`config.mk`:
```
export PLATFORM = sky130hd
export DESIGN_NAME = led_req_arbiter
export DESIGN_NICKNAME = d
export VERILOG_FILES = /design/src/rtl/led_arb_pkg.sv /design/src/rtl/led_prio_enc.sv /design/src/rtl/led_req_arbiter.sv
export SDC_FILE = /design/constraint.sdc
export NUM_CORES = 1
export LEC_CHECK = 0
export ABC_CLOCK_PERIOD_IN_PS = 3150
export BUFFER_PORTS_ARGS = -buffer_cell sky130_fd_sc_hd__buf_2
export CAP_MARGIN = 25
export CORE_ASPECT_RATIO = 0.8
export CORE_MARGIN = 2
export CORE_UTILIZATION = 30
export CTS_CLUSTER_DIAMETER = 50
export DETAILED_ROUTE_END_ITERATION = 8
export SYNTH_ARGS = -nofsm -noshare
export SYNTH_HDL_FRONTEND = slang
export SYNTH_SLANG_ARGS = --single-unit
export TNS_END_PERCENT = 10
```
`constraint.sdc`:
```
create_clock -name REFCLK_3B0 -period 3.15 [get_ports REFCLK_3B0]
set_input_delay 0.315 -clock REFCLK_3B0 [delete_from_list [all_inputs] [get_ports REFCLK_3B0]]
set_output_delay 0.315 -clock REFCLK_3B0 [all_outputs]
set_load 0.05 [all_outputs]
```
`src/rtl/led_arb_pkg.sv`:
```
// Shared types and constants for the LED request arbiter.
package led_arb_pkg;

  // Arbiter ownership states.
  typedef enum logic [1:0] {
    IDLE = 2'd0,
    HOLD = 2'd1,
    OWN  = 2'd2
  } state_e;

  // Active-low LED drive value for "all off".
  localparam logic [2:0] LED_OFF_N = 3'b111;

  // Active-high color codes {R,G,B}.
  localparam logic [2:0] COL_R = 3'b100;
  localparam logic [2:0] COL_G = 3'b010;
  localparam logic [2:0] COL_B = 3'b001;

endpackage

```
`src/rtl/led_prio_enc.sv`:
```
// Combinational fixed-priority encoder: the lowest set index wins.
module led_prio_enc #(
  parameter  int N_REQ = 4,
  localparam int IDX_W = $clog2(N_REQ)
) (
  input  logic [N_REQ-1:0] req,
  output logic             valid,
  output logic [IDX_W-1:0] index,
  output logic [N_REQ-1:0] onehot
);

  // Scan from the top down so the lowest set index is written last and wins.
  always_comb begin
    // NOTE: every output gets a default first so no path leaves it unassigned (no latch).
    valid  = 1'b0;
    index  = '0;
    onehot = '0;
    for (int i = N_REQ - 1; i >= 0; i--) begin
      if (req[i]) begin
        valid  = 1'b1;
        index  = IDX_W'(i);
        onehot = N_REQ'(1) << i;
      end
    end
  end

endmodule

```
`src/rtl/led_req_arbiter.sv`:
```
// Fixed-priority arbiter sharing one active-low RGB LED between N_REQ
// requesters, with a minimum display hold time after every new grant.
module led_req_arbiter
  import led_arb_pkg::*;
#(
  parameter int N_REQ       = 4,
  parameter int HOLD_CYCLES = 2500000,
  parameter int CNT_W       = 22
) (
  input  logic               REFCLK_3B0,
  input  logic               reset_synched,
  input  logic [N_REQ-1:0]   req,
  input  logic [3*N_REQ-1:0] color,
  output logic [N_REQ-1:0]   grant,
  output logic               busy,
  output logic [2:0]         led_n,
  output logic               switch_p
);

  localparam int              IDX_W    = $clog2(N_REQ);
  localparam logic [CNT_W-1:0] HOLD_LD = CNT_W'(HOLD_CYCLES - 1);

  // Arbitration state
  state_e             state_q, state_d;
  logic [IDX_W-1:0]   owner_q, owner_d;
  logic [2:0]         col_q, col_d;
  logic [CNT_W-1:0]   cnt_q, cnt_d;

  // Registered outputs
  logic [N_REQ-1:0]   grant_q, grant_d;
  logic               busy_q, busy_d;
  logic [2:0]         led_n_q, led_n_d;
  logic               switch_p_q, switch_p_d;

  // Encoder results and per-owner views
  logic               pick_vld;
  logic [IDX_W-1:0]   pick_idx;
  logic [N_REQ-1:0]   pick_oh;
  logic [2:0]         pick_col;
  logic               owner_req;
  logic [2:0]         owner_col;
  logic               take;

  led_prio_enc #(
    .N_REQ (N_REQ)
  ) u_prio_enc (
    .req    (req),
    .valid  (pick_vld),
    .index  (pick_idx),
    .onehot (pick_oh)
  );

  assign pick_col  = color[3*int'(pick_idx) +: 3];
  assign owner_req = req[owner_q];
  assign owner_col = color[3*int'(owner_q) +: 3];

  // State register: synchronous reset overrides all activity, including mid-hold.
  always_ff @(posedge REFCLK_3B0) begin
    if (reset_synched) begin
      // NOTE: sequential state uses non-blocking assignments so every flop samples pre-edge values.
      state_q    <= IDLE;
      owner_q    <= '0;
      col_q      <= 3'b000;
      cnt_q      <= '0;
      grant_q    <= '0;
      busy_q     <= 1'b0;
      led_n_q    <= LED_OFF_N;
      switch_p_q <= 1'b0;
    end else begin
      state_q    <= state_d;
      owner_q    <= owner_d;
      col_q      <= col_d;
      cnt_q      <= cnt_d;
      grant_q    <= grant_d;
      busy_q     <= busy_d;
      led_n_q    <= led_n_d;
      switch_p_q <= switch_p_d;
    end
  end

  // Next-state logic: hold lockout, exit evaluation, preemption and release.
  always_comb begin
    state_d = state_q;
    owner_d = owner_q;
    col_d   = col_q;
    cnt_d   = cnt_q;
    take    = 1'b0;

    case (state_q)
      IDLE: begin
        if (pick_vld) take = 1'b1;
      end
      HOLD: begin
        // Owner cannot be preempted; color follows the owner only while it requests.
        if (owner_req) col_d = owner_col;
        if (cnt_q != '0) begin
          cnt_d = cnt_q - CNT_W'(1);
        end else if (!pick_vld) begin
          state_d = IDLE;
        end else if (pick_idx != owner_q) begin
          take = 1'b1;
        end else begin
          state_d = OWN;
        end
      end
      OWN: begin
        // pick differs from owner on either a higher-priority request or owner release.
        if (!pick_vld) begin
          state_d = IDLE;
        end else if (pick_idx != owner_q) begin
          take = 1'b1;
        end else begin
          col_d = owner_col;
        end
      end
      default: state_d = IDLE;
    endcase

    if (take) begin
      state_d = HOLD;
      owner_d = pick_idx;
      col_d   = pick_col;
      cnt_d   = HOLD_LD;
    end
  end

  // Output logic: derive the next registered outputs from the next state.
  always_comb begin
    switch_p_d = take;
    busy_d     = (state_d != IDLE);
    led_n_d    = busy_d ? ~col_d : LED_OFF_N;
    grant_d    = '0;
    if (busy_d) grant_d = take ? pick_oh : grant_q;
  end

  assign grant    = grant_q;
  assign busy     = busy_q;
  assign led_n    = led_n_q;
  assign switch_p = switch_p_q;

endmodule

```
After elaboration in Yosys (flattened, before gate mapping)
Index checks and enable logic that the tools add are counted.
{ "totals": {"ff_bits": 38, "in_bits": 18, "output_inout_bits": 9} }
{ "op_classes": {"addsub": 1, "n_mul": 2, "magnitude_cmp": 1, "eq_ne": 3, "shifts": 2, "n_mux": 33, "bitwise_logic": 2, "reduce_logical": 9} }
{ "ops": {"columns": ["op", "count"], "rows": [
  ["$mux W22", 3],
  ["$shiftx A12 B5 Y3", 2],
  ["$reduce_bool A22 Y1", 1],
  ["$sub A22 B1 Y22 const B", 1],
  ["$mux W2", 9],
  ["$mux W4", 4],
  ["$mux W3", 4],
  ["$mux W1", 9],
  ["$mul A2 B2 Y4 const A", 2],
  ["$pmux W2 S3", 1],
  ["$pmux W3 S2", 1],
  ["$reduce_bool A2 Y1", 3],
  ["$reduce_and A2 Y1", 2],
  ["$reduce_or A2 Y1", 2],
  ["$lt A2 B3 Y1 const B", 1],
  ["$not A3 Y3", 1],
  ["$pmux W1 S3", 1],
  ["$bmux W1 S2", 1],
  ["$eq A2 B1 Y1 const B", 1],
  ["$eq A2 B2 Y1 const B", 1],
  ["$logic_not A2 Y1", 1],
  ["$ne A2 B2 Y1", 1],
  ["$not A1 Y1", 1]
]} }

Longest topological paths before layout
Gate-level depths: netlist of the first run.
{ "depth": {"ltp_word": 13, "mapped_depth": 11, "ltp_nobuf": 8} }

Hierarchy
From an unflattened synthesis of the first run, not the netlist that was laid out.
{ "hier_totals": {"hier_cells": 269, "area_unflattened_um2": 2292.2} }
{ "by_module_without_submodules": {"columns": ["module", "n_inst", "cells_each", "area_each_um2", "seq_area_each_um2"], "rows": [
  ["led_req_arbiter", 1, 258, 2230.9, 760.7],
  ["led_prio_enc", 1, 11, 61.3, 0.0]
]} }

Least setup slack after synthesis of the first run
OpenSTA, ideal clock, no wires.
{ "synth_timing": {"path_kind": "register to register", "from": "reg cnt_q[0]", "to": "reg led_n_q[0], in the netlist led_n[0]", "t_arrival_ns": 2.618, "required_ns": 3.028, "path_slack_ns": 0.410, "path_stages_with_launch": 12, "path_buffers": 3, "path_cell_list": "dfxtp_1 clkbuf_1 inv_1 ha_1 nor3b_1 and4_1 buf_6 a31o_4 a41o_1 or4_4 buf_6 a221o_1"} }
{ "synth_via": {"elab_chain_len": 7, "word_cells_on_any_way": 11} }
{ "synth_rtl": {"columns": ["element", "line_no", "source"], "rows": [
  ["from (decl)", "led_req_arbiter.sv:27", "logic [CNT_W-1:0] cnt_q, cnt_d;"],
  ["from (signal assigned)", "led_req_arbiter.sv:73", "cnt_q <= cnt_d;"],
  ["$reduce_bool A22 Y1 (*)", "led_req_arbiter.sv:96", "if (cnt_q != '0) begin"],
  ["$mux W2 / $mux W1 (equally long branches)", "led_req_arbiter.sv:96", null],
  ["$pmux W2 S3 / $pmux W1 S3 (equally long branches)", "led_req_arbiter.sv:89", "case (state_q)"],
  ["$mux W2", "led_req_arbiter.sv:119", "if (take) begin"],
  ["$reduce_bool A2 Y1", "led_req_arbiter.sv:130", "busy_d = (state_d != IDLE);"],
  ["$not A1 Y1 (no line)", null, null],
  ["$reduce_or A2 Y1 (no line)", null, null],
  ["to (signal assigned)", "led_req_arbiter.sv:76", "led_n_q <= led_n_d;"],
  ["to (decl)", "led_req_arbiter.sv:32", "logic [2:0] led_n_q, led_n_d;"]
]} }
Mark *: on every way between the ends. The rest lies on a longest branch, timed or not.
A chain may end at the register's enable or synchronous reset.

Worst setup path in the final report of the first run
{ "layout_timing": {"from": "reg cnt_q[0]", "to": "reg owner_q[0]"} }
{ "layout_via": {"elab_chain_len": 3} }
{ "layout_rtl": {"columns": ["element", "line_no", "source"], "rows": [
  ["$reduce_bool A22 Y1", "led_req_arbiter.sv:96", null],
  ["$mux W1", "led_req_arbiter.sv:96", null],
  ["$pmux W1 S3", "led_req_arbiter.sv:89", null],
  ["to (signal assigned)", "led_req_arbiter.sv:71", "owner_q <= owner_d;"],
  ["to (decl)", "led_req_arbiter.sv:25", "logic [IDX_W-1:0] owner_q, owner_d;"]
]} }
No other way between the ends.

==> impl_results.md, run 1 <==
- Drt wl/cell: 15.2 um
- Asr flop ratio synth: 0
- Maxcap violations: 0
- Area growth from synthesis to layout: 13.6%
- Ys flop type: dfxtp_1
- Worst-Margin Slew: 0.777 ns
- Mux contribution to synthesized area: 0.0831
- Drt first pass iters: 4
- Slowest CP cell: a311oi_1
- Pwr Total: 2.78 mW
- Vias: 2253
- IO Pins: 27
- Hold WS: 0.447 ns
- Netlist cell types: 58
- Fin cells: 410
- Root buffer cell: clkbuf_8
- Post-synthesis compound-gate area fraction: 0.233
- First-pass GRT wire length: 10.5 mm
- Number of global-route vias before repair: 2184
- Rel. slew slack: 0.475
- Die Height: 83.6 um
- Largest family of logic cells by synthesized area: simple AND/OR/NAND/NOR gates
- CP required: 3.37 ns
- Htree depth: 2
- # DRC: 0
- Final worst-path cycle share: 0.911
- Status: finished clean
- Setup crit start kind: flop
- Clk sink count: 38
- Post-synth top cells: dfxtp_1 (38), nor2_1 (29), a21oi_1 (19), o21ai_0 (19)
- Post-synthesis net count: 302
- Post-CTS Setup Repair Bufs: 0
- ANT nets after route: 0
- Placed cell areas: 0.00261 mm^2
- Core Box Area: 0.00780 mm^2
- Met1 Use GR: 0.213
- Largest net degree at the start of global routing: 20
- Final #Nets: 325
- Starting Density: 0.305
- # resized after CTS: 0
- Die W: 104 um
- Final Hold Viols: 0
- Crit-path cells: inv_1 > ha_1 > nor3b_1 > and4_1 > a311oi_1 > or3_1 > nand2b_1 > o22ai_1
- Endpoint class of the critical path: flop
- Total track usage: 0.147
- Sequential-to-total area share from yosys stat: 0.320
- Dpl cells: 402
- Crit Path Category: reg -> reg
- Vias per cell: 5.50
- Number of synthesized flops with an enable pin: 0
- GRT met2 Usage: 0.210
- IO Port Bufs: 26
- Post-detail-place hpwl: 4.44 mm
- Max stage delay on crit path: 0.52 ns
- Clock skew: 0.00753 ns
- Final setup vio count: 0
- Yosys top cell by area: dfxtp_1
- Post-synthesis xor/xnor area fraction: 0.0368
- CP Max Fanout: 12
- Worst-path clk slew: 0.08 ns
- P per Cell Area: 1030 mW/mm^2
- HP Class: in -> reg
- Gpl congestion: 0.858
- Fin Setup TNS: 0 ns
- CP top delay family: simple AND/OR/NAND/NOR gates
- Final wirelength: 6.23 mm
- Adder-cell share of the synthesized area: 0.0316
- Mean Syn Cell Area: 8.56 um^2
- Num CTS Buffers: 5
- Most common cell in the netlist: dfxtp_1
- Synth top area cells: dfxtp_1 (32%), mux4_2 (6.6%), nor2_1 (4.6%)
- FP Rows: 29
- Filler Cell Count: 810
- Initial antenna violation count: 0
- Top-area cell type share of the netlist area: 0.320
- CTS Buffer Depth: 2
- Worst Path Buf+Inv: 1
- Post-CTS Hold Buffers: 0
- TritonCTS clock tree: done
- Diodes inserted: 0
- RSZ-0062 raised after global routing: no
- Share of layout cells above drive strength 1: 0.202
- Peak VDD IR: 0.359 mV
- Die area: 0.00866 mm^2
- Min cycle time layout: 2.87 ns
- Fin. max-slew vios: 0
- Synthesized area: 0.00238 mm^2
- Post-Synth Simple-Gate Area: 0.238
- Grt ovf: 0
- Data arrival, critical path: 3.09 ns
- Fmax: 348 MHz
- Routing usage on met3: 0.0297
- Total leakage power: 1.01 nW
- Seq cells post-synth: 38
- DRT iter0 DRCs: 145
- Clock latency on the worst-skew pair: 0.30 ns
- Layout Cell Area excl Fill: 0.00270 mm^2
- Gate Count Post-Synth: 278
- Global route hottest layer: met1
- Warnings, synthesis: 0
## worst paths after layout
path	startpoint	endpoint	slack (ns)	cells after the start
setup / recovery	cnt_q[0]$_SDFFE_PP0P_	owner_q[0]$_SDFFE_PP0P_	0.28	8
hold / removal	req[0]	grant[0]$_SDFFE_PP0P_	0.45	3
setup reg to reg	cnt_q[0]$_SDFFE_PP0P_	owner_q[0]$_SDFFE_PP0P_	0.28	8
hold reg to reg	cnt_q[7]$_SDFFE_PP0P_	cnt_q[7]$_SDFFE_PP0P_	0.50	2
## cells in the final DEF (no fill, tap or decap), types with 5 or more instances in the layout
master    count
xor2_1        6
a21oi_1      19
o21ai_0      19
clkbuf_8      6
a211oi_1      6
buf_4         7
nand2_1      13
ha_1          6
mux4_2        7
nor4_1       10
dfxtp_1      38
nor2_1       29
nor3_1       11
buf_2        26
nor2b_1       5
inv_1        13
## registers in the layout (all words and copies together) (netlist names)
name and flops:
busy 1, state_q 2, owner_q 2, cnt_q 22, grant 4, led_n 3
switch_p 1, col_q 3
## kinds of logic (layout without fill, tap and decap cells)
group	after synthesis	count (layout)
fa+ha+maj	6	6
buf+inv	31	55
flops	38	38
xor+xnor	10	10
mux	11	11
compound gates	80	80
simple gates	102	102
## stage by stage
step | utilization | worst slack [ns]
2_1_floorplan | - | 0.410
3_3_place_gp | 0.335 | 0.419
3_5_place_dp | 0.335 | 0.351
4_1_cts | 0.346 | 0.320
5_1_grt | 0.346 | 0.0166
6_report | 0.346 | 0.279
## worst reg2reg max path: stages, from the launching register on
cell and delay (ns):
dfxtp_1 0.46, inv_1 0.13, ha_1 0.23, nor3b_1 0.14, and4_1 0.30, a311oi_1 0.52, or3_1 0.42, nand2b_1 0.35
o22ai_1 0.25
## per-layer routing
| metal | vias up | part of all wire |
|---|---|---|
| met5 | - | 0 |
| met2 | 73 | 0.42 |
| met1 | 1077 | 0.51 |
| met4 | 0 | 0.018 |
| li1 | 1091 | - |
| met3 | 12 | 0.051 |
## area by class of cell
type / instances / area (um^2) / area share
Inverter: 14 / 52.6 / 0.0194
Clock buffer: 7 / 86.3 / 0.0319
Clock inverter: 1 / 5.00 / 0.00185
Multi-Input combinational cell: 209 / 1480 / 0.548
Timing Repair Buffer: 33 / 183 / 0.0676
Tap cell: 108 / 135 / 0.0500
Sequential cell: 38 / 761 / 0.281
## power by group
group | internal (mW) | leakage (nW) | switching, mW
Sequential | 0.637 | 0.312 | 0.157
Combinational | 0.609 | 0.647 | 1.01
Clock | 0.177 | 0.0482 | 0.183
Total | 1.42 | 1.01 | 1.35
(Power assumes the default switching activity.)
==> run 2, diff against run 1 <==
Settings changed: CORE_ASPECT_RATIO 0.8 to 1.75, CORE_UTILIZATION 30 to 50, PLACE_DENSITY set to 0.7.
==> run 2 against run 1 <==
Compared with the run above:
- worst hold slack got worse by 0.0034 ns
- via count decreased by 0.22%
- non-clock buffer count rose by 1
- global-route usage rose by 11 points
- flip-flop and latch count stayed put
==> impl_results.md, run 2 (synthesized netlist as in run 1, its figures left out) <==
- Clock skew: 0.00901 ns
- Crit-path cells: inv_1 > ha_1 > nor3b_1 > and4_1 > a31o_4 > a41o_1 > or4_4 > a221o_1
- Final wirelength: 6.41 mm
- ANT nets after route: 0
- TritonCTS clock tree: done
- Post-detail-place hpwl: 4.86 mm
- Vias: 2248
- Area growth from synthesis to layout: 11.9%
- # DRC: 0
- Diodes inserted: 0
- Slowest CP cell: or4_4
- Starting Density: 0.514
- Max reg flops: 22
- Grt ovf: 0
- # resized after CTS: 0
- Final worst-path cycle share: 0.904
- Fin Setup TNS: 0 ns
- Final #Nets: 326
- Fin. max-slew vios: 0
- Placed cell areas: 0.00255 mm^2
- Crit Path Category: reg -> reg
- Layout Cell Area excl Fill: 0.00266 mm^2
- Dpl cells: 347
- Die Height: 95.2 um
- Clk sink count: 38
- Worst Path Buf+Inv: 1
- Root buffer cell: clkbuf_8
- Endpoint class of the critical path: flop
- Data arrival, critical path: 3.03 ns
- Post-CTS Setup Repair Bufs: 0
- Die area: 0.00535 mm^2
- IO Port Bufs: 26
- FP Rows: 33
- Commonest non-fill, non-tap cell in the layout: dfxtp_1
- Num CTS Buffers: 5
- Setup crit start kind: flop
- Fmax: 351 MHz
- DRT iter0 DRCs: 59
- P per Cell Area: 1060 mW/mm^2
- Status: finished clean
- Vias per cell: 6.33
- CP Max Fanout: 9
- Min cycle time layout: 2.85 ns
- Gpl congestion: 0.842
- Htree depth: 2
- Flop-to-flop setup slack: 0.30 ns
- Maxcap violations: 0
- Drt first pass iters: 4
- Worst-Margin Slew: 0.611 ns
- Final setup vio count: 0
- Total leakage power: 1.01 nW
- Initial antenna violation count: 0
- IO Pins: 27
- Number of global-route vias before repair: 2269
- First-pass GRT wire length: 10.6 mm
- RSZ-0062 raised after global routing: no
- HP Class: in -> reg
- Share of layout cells above drive strength 1: 0.208
- Die W: 56.1 um
- CP top delay family: simple AND/OR/NAND/NOR gates
- CP required: 3.33 ns
- Largest register by flop count: cnt_q
- Register area: 761 um^2
- Worst-path clk slew: 0.08 ns
- Rel. slew slack: 0.582
- Drt wl/cell: 18.0 um
- Largest net degree at the start of global routing: 20
- Core Box Area: 0.00462 mm^2
- Filler Cell Count: 429
- Area of the multi-input gates: 0.00148 mm^2
- Most frequent cells in the layout: dfxtp_1 (38), nor2_1 (29), buf_2 (26)
- Final Hold Viols: 0
- Total track usage: 0.256
- Fin cells: 355
- Max stage delay on crit path: 0.58 ns
- Peak VDD IR: 0.605 mV
- Clock latency on the worst-skew pair: 0.29 ns
- Post-CTS Hold Buffers: 0
- CTS Buffer Depth: 2
run 2: cell types whose count changed in the layout (fill, tap and decap cells not counted), sizes merged:
cell,delta
clkinvlp,+2
bufinv,+1
buf,+1
clkinv,-1
clkbuf,-2
run 2: final timing paths:
check | start | end | cells past startpoint
worst max-delay path | cnt_q[0]$_SDFFE_PP0P_ | led_n[2]$_SDFF_PP1_ | 8
worst min-delay path | reset_synched | cnt_q[0]$_SDFFE_PP0P_ | 2
worst max register to register | cnt_q[0]$_SDFFE_PP0P_ | led_n[2]$_SDFF_PP1_ | 8
worst min register to register | cnt_q[7]$_SDFFE_PP0P_ | cnt_q[7]$_SDFFE_PP0P_ | 2
run 2: per-stage QoR:
stage	power [mW]	worst slack [ns]	utilization	hold slack [ns]
after floorplan	2.00	0.410	-	0.465
after global placement	2.37	0.353	0.551	0.479
after detailed placement	2.39	0.325	0.551	0.488
after CTS	2.81	0.309	0.576	0.440
after global routing	3.05	0.0577	0.576	0.468
final	2.82	0.302	0.576	0.444
run 2: report_power, final:
| part | total, mW | internal (mW) | leakage, nW | switching [mW] |
|---|---|---|---|---|
| Clock | 0.418 | 0.236 | 0.0504 | 0.183 |
| Combinational | 1.61 | 0.599 | 0.651 | 1.01 |
| Sequential | 0.789 | 0.637 | 0.312 | 0.152 |
| Total | 2.82 | 1.47 | 1.01 | 1.35 |
run 2: area by class of cell:
cell class	instances	area share
Clock buffer	5	0.0258
Clock inverter	3	0.0169
Sequential cell	38	0.286
Timing Repair Buffer	34	0.0714
Multi-Input combinational cell	209	0.556
Tap cell	52	0.0244
Inverter	14	0.0197
run 2: worst reg2reg max path: stages, from the launching register on:
cell	delay, ns
dfxtp_1	0.48
inv_1	0.13
ha_1	0.21
nor3b_1	0.13
and4_1	0.29
a31o_4	0.27
a41o_1	0.29
or4_4	0.58
a221o_1	0.36
run 2: per-layer routing:
| layer | vias up | part of all wire | wire, um | global-route usage |
|---|---|---|---|---|
| met5 | - | 0 | 0 | 0 |
| li1 | 1096 | - | - | - |
| met4 | 0 | 0.028 | 182 | 0.121 |
| met3 | 16 | 0.029 | 186 | 0.0258 |
| met1 | 1071 | 0.36 | 2310 | 0.255 |
| met2 | 65 | 0.58 | 3730 | 0.515 |
==> run 3, diff against run 2 <==
Settings changed: CORE_MARGIN 2 to unset.
==> run 3 against run 2 <==
Compared with the run above:
- wire length decreased by 0.58%
- clock power increased by 23%
- combinational power is essentially flat
- worst hold slack got worse by 0.018 ns
- sequential share of layout area decreased by 0.080 points
- die area decreased by 5.6%
- critical path type unchanged
- critical endpoint unchanged
==> impl_results.md, run 3 (synthesized netlist as in run 1, its figures left out) <==
- Final setup vio count: 0
- IO Port Bufs: 26
- Crit Path Category: reg -> reg
- Combinational power share: 0.550
- # resized after CTS: 0
- Final Worst Setup Slack: 0.328 ns
- Final wirelength: 6.37 mm
- Num CTS Buffers: 5
- Final worst-path cycle share: 0.896
- Gpl congestion: 0.968
- Clock latency on the worst-skew pair: 0.30 ns
- Min cycle time layout: 2.82 ns
- Clock share of power: 0.176
- Core Box Area: 0.00448 mm^2
- Fmax: 354 MHz
- # DRC: 0
- Drt wl/cell: 18.1 um
- Most frequent cells in the layout: dfxtp_1 (38), nor2_1 (29), buf_2 (26)
- Fin. max-slew vios: 0
- Die Height: 93.2 um
- Final #Nets: 324
- Worst-path clk slew: 0.08 ns
- Maxcap violations: 0
- Worst-Margin Slew: 0.800 ns
- P per Cell Area: 1090 mW/mm^2
- Peak VDD IR: 0.585 mV
- Placed cell areas: 0.00253 mm^2
- Hold Startpoint: reset_synched
- Clk sink count: 38
- Diodes inserted: 0
- Number of global-route vias before repair: 2328
- Largest register by flop count: cnt_q
- Final Hold Viols: 0
- Flop-to-flop setup slack: 0.33 ns
- Slowest CP cell: a2111oi_0
- Total leakage power: 1.02 nW
- Fin cells: 352
- Worst hold stages: 2
- ANT nets after route: 0
- Max reg flops: 22
- Rel. slew slack: 0.453
- Internal Power: 1.55 mW
- Die W: 54.1 um
- Root buffer cell: clkbuf_8
- Htree depth: 2
- CP required: 3.40 ns
- Starting Density: 0.530
- Share of layout cells above drive strength 1: 0.203
- RR Startpoint: cnt_q[0]$_SDFFE_PP0P_
- Drt first pass iters: 4
- IO Pins: 27
- Total track usage: 0.289
- Setup crit start kind: flop
- Largest net degree at the start of global routing: 20
- Endpoint of the worst hold path: cnt_q[17]$_SDFFE_PP0P_
- TritonCTS clock tree: done
- Switching Fraction: 0.469
- Post-CTS Hold Buffers: 0
- RR Endpoint: led_n[2]$_SDFF_PP1_
- FP Rows: 32
- Status: finished clean
- RSZ-0062 raised after global routing: no
- Dpl cells: 344
- Post-detail-place hpwl: 4.77 mm
- Sw power: 1.37 mW
- First-pass GRT wire length: 10.6 mm
- Initial antenna violation count: 0
- Area growth from synthesis to layout: 12.3%
- Layout Cell Area excl Fill: 0.00267 mm^2
- DRT iter0 DRCs: 46
- Filler Cell Count: 426
- Endpoint class of the critical path: flop
- Vias: 2271
- Register area: 761 um^2
- Die area: 0.00505 mm^2
- Pre-CTS WS: 0.362 ns
- R2R cell count: 8
- Share of power burned in registers: 0.274
- Max stage delay on crit path: 0.72 ns
- CTS Buffer Depth: 2
- Post-CTS Setup Repair Bufs: 0
- Fin Setup TNS: 0 ns
- Area of the multi-input gates: 0.00148 mm^2
- Clock skew: 0.00257 ns
- Commonest non-fill, non-tap cell in the layout: dfxtp_1
- Grt ovf: 0
- CP Max Fanout: 9
- Data arrival, critical path: 3.07 ns
- Vias per cell: 6.45
- Crit-path cells: inv_1 > ha_1 > nor3b_1 > and4_1 > a21oi_1 > a2111oi_0 > a2bb2oi_2 > a221o_1
- HP Class: in -> reg
- Hold WS: 0.426 ns
-- run 3: cell type report --
type,count,area share
multi-input combinational,209,0.554
sequential,38,0.285
timing repair buffer,32,0.0656
clock buffer,5,0.0258
clock inverter,3,0.0258
tap,51,0.0239
inverter,14,0.0197
-- run 3: power groups by stage --
| stage | registers [mW] | logic (mW) | clock network [mW] |
|---|---|---|---|
| 2_1_floorplan | 0.859 | 1.14 | 0 |
| 3_3_place_gp | 0.806 | 1.56 | 0 |
| 3_5_place_dp | 0.810 | 1.58 | 0 |
| 4_1_cts | 0.799 | 1.58 | 0.517 |
| 5_1_grt | 0.822 | 1.78 | 0.535 |
| 6_report | 0.800 | 1.60 | 0.513 |
-- run 3: worst max-delay path by stage --
stage,start,end,slack [ns],cells after the start
final,cnt_q[0]$_SDFFE_PP0P_,led_n[2]$_SDFF_PP1_,0.33,8
after global routing,cnt_q[0]$_SDFFE_PP0P_,owner_q[1]$_SDFFE_PP0P_,0.10,8
after CTS,cnt_q[0]$_SDFFE_PP0P_,owner_q[1]$_SDFFE_PP0P_,0.36,8
after detailed placement,req[0],owner_q[1]$_SDFFE_PP0P_,0.36,7
after global placement,cnt_q[0]$_SDFFE_PP0P_,led_n[2]$_SDFF_PP1_,0.38,8
after floorplan,cnt_q[0]$_SDFFE_PP0P_,led_n[0]$_SDFF_PP1_,0.41,11
-- run 3: metal layers --
| metal | share of wire | global-route usage |
|---|---|---|
| met4 | 0.041 | 0.182 |
| met3 | 0.021 | 0.0374 |
| met1 | 0.37 | 0.284 |
| met5 | 0 | 0 |
| met2 | 0.57 | 0.525 |
-- run 3: worst max-delay path, delay by kind of cell, from the launching register on --
kind                     cells  cell delay [ns]
buffers and inverters        1             0.13
flip-flops                   1             0.39
AND/OR/NAND/NOR              2             0.51
adder cells (fa/ha/maj)      1             0.14
AO/OA/AOI/OAI                4             1.59
-- run 3: per-stage QoR --
stage | utilization | power [mW]
after floorplan | - | 2.00
after global placement | 0.565 | 2.37
after detailed placement | 0.565 | 2.39
after CTS | 0.595 | 2.90
after global routing | 0.595 | 3.14
final | 0.595 | 2.92
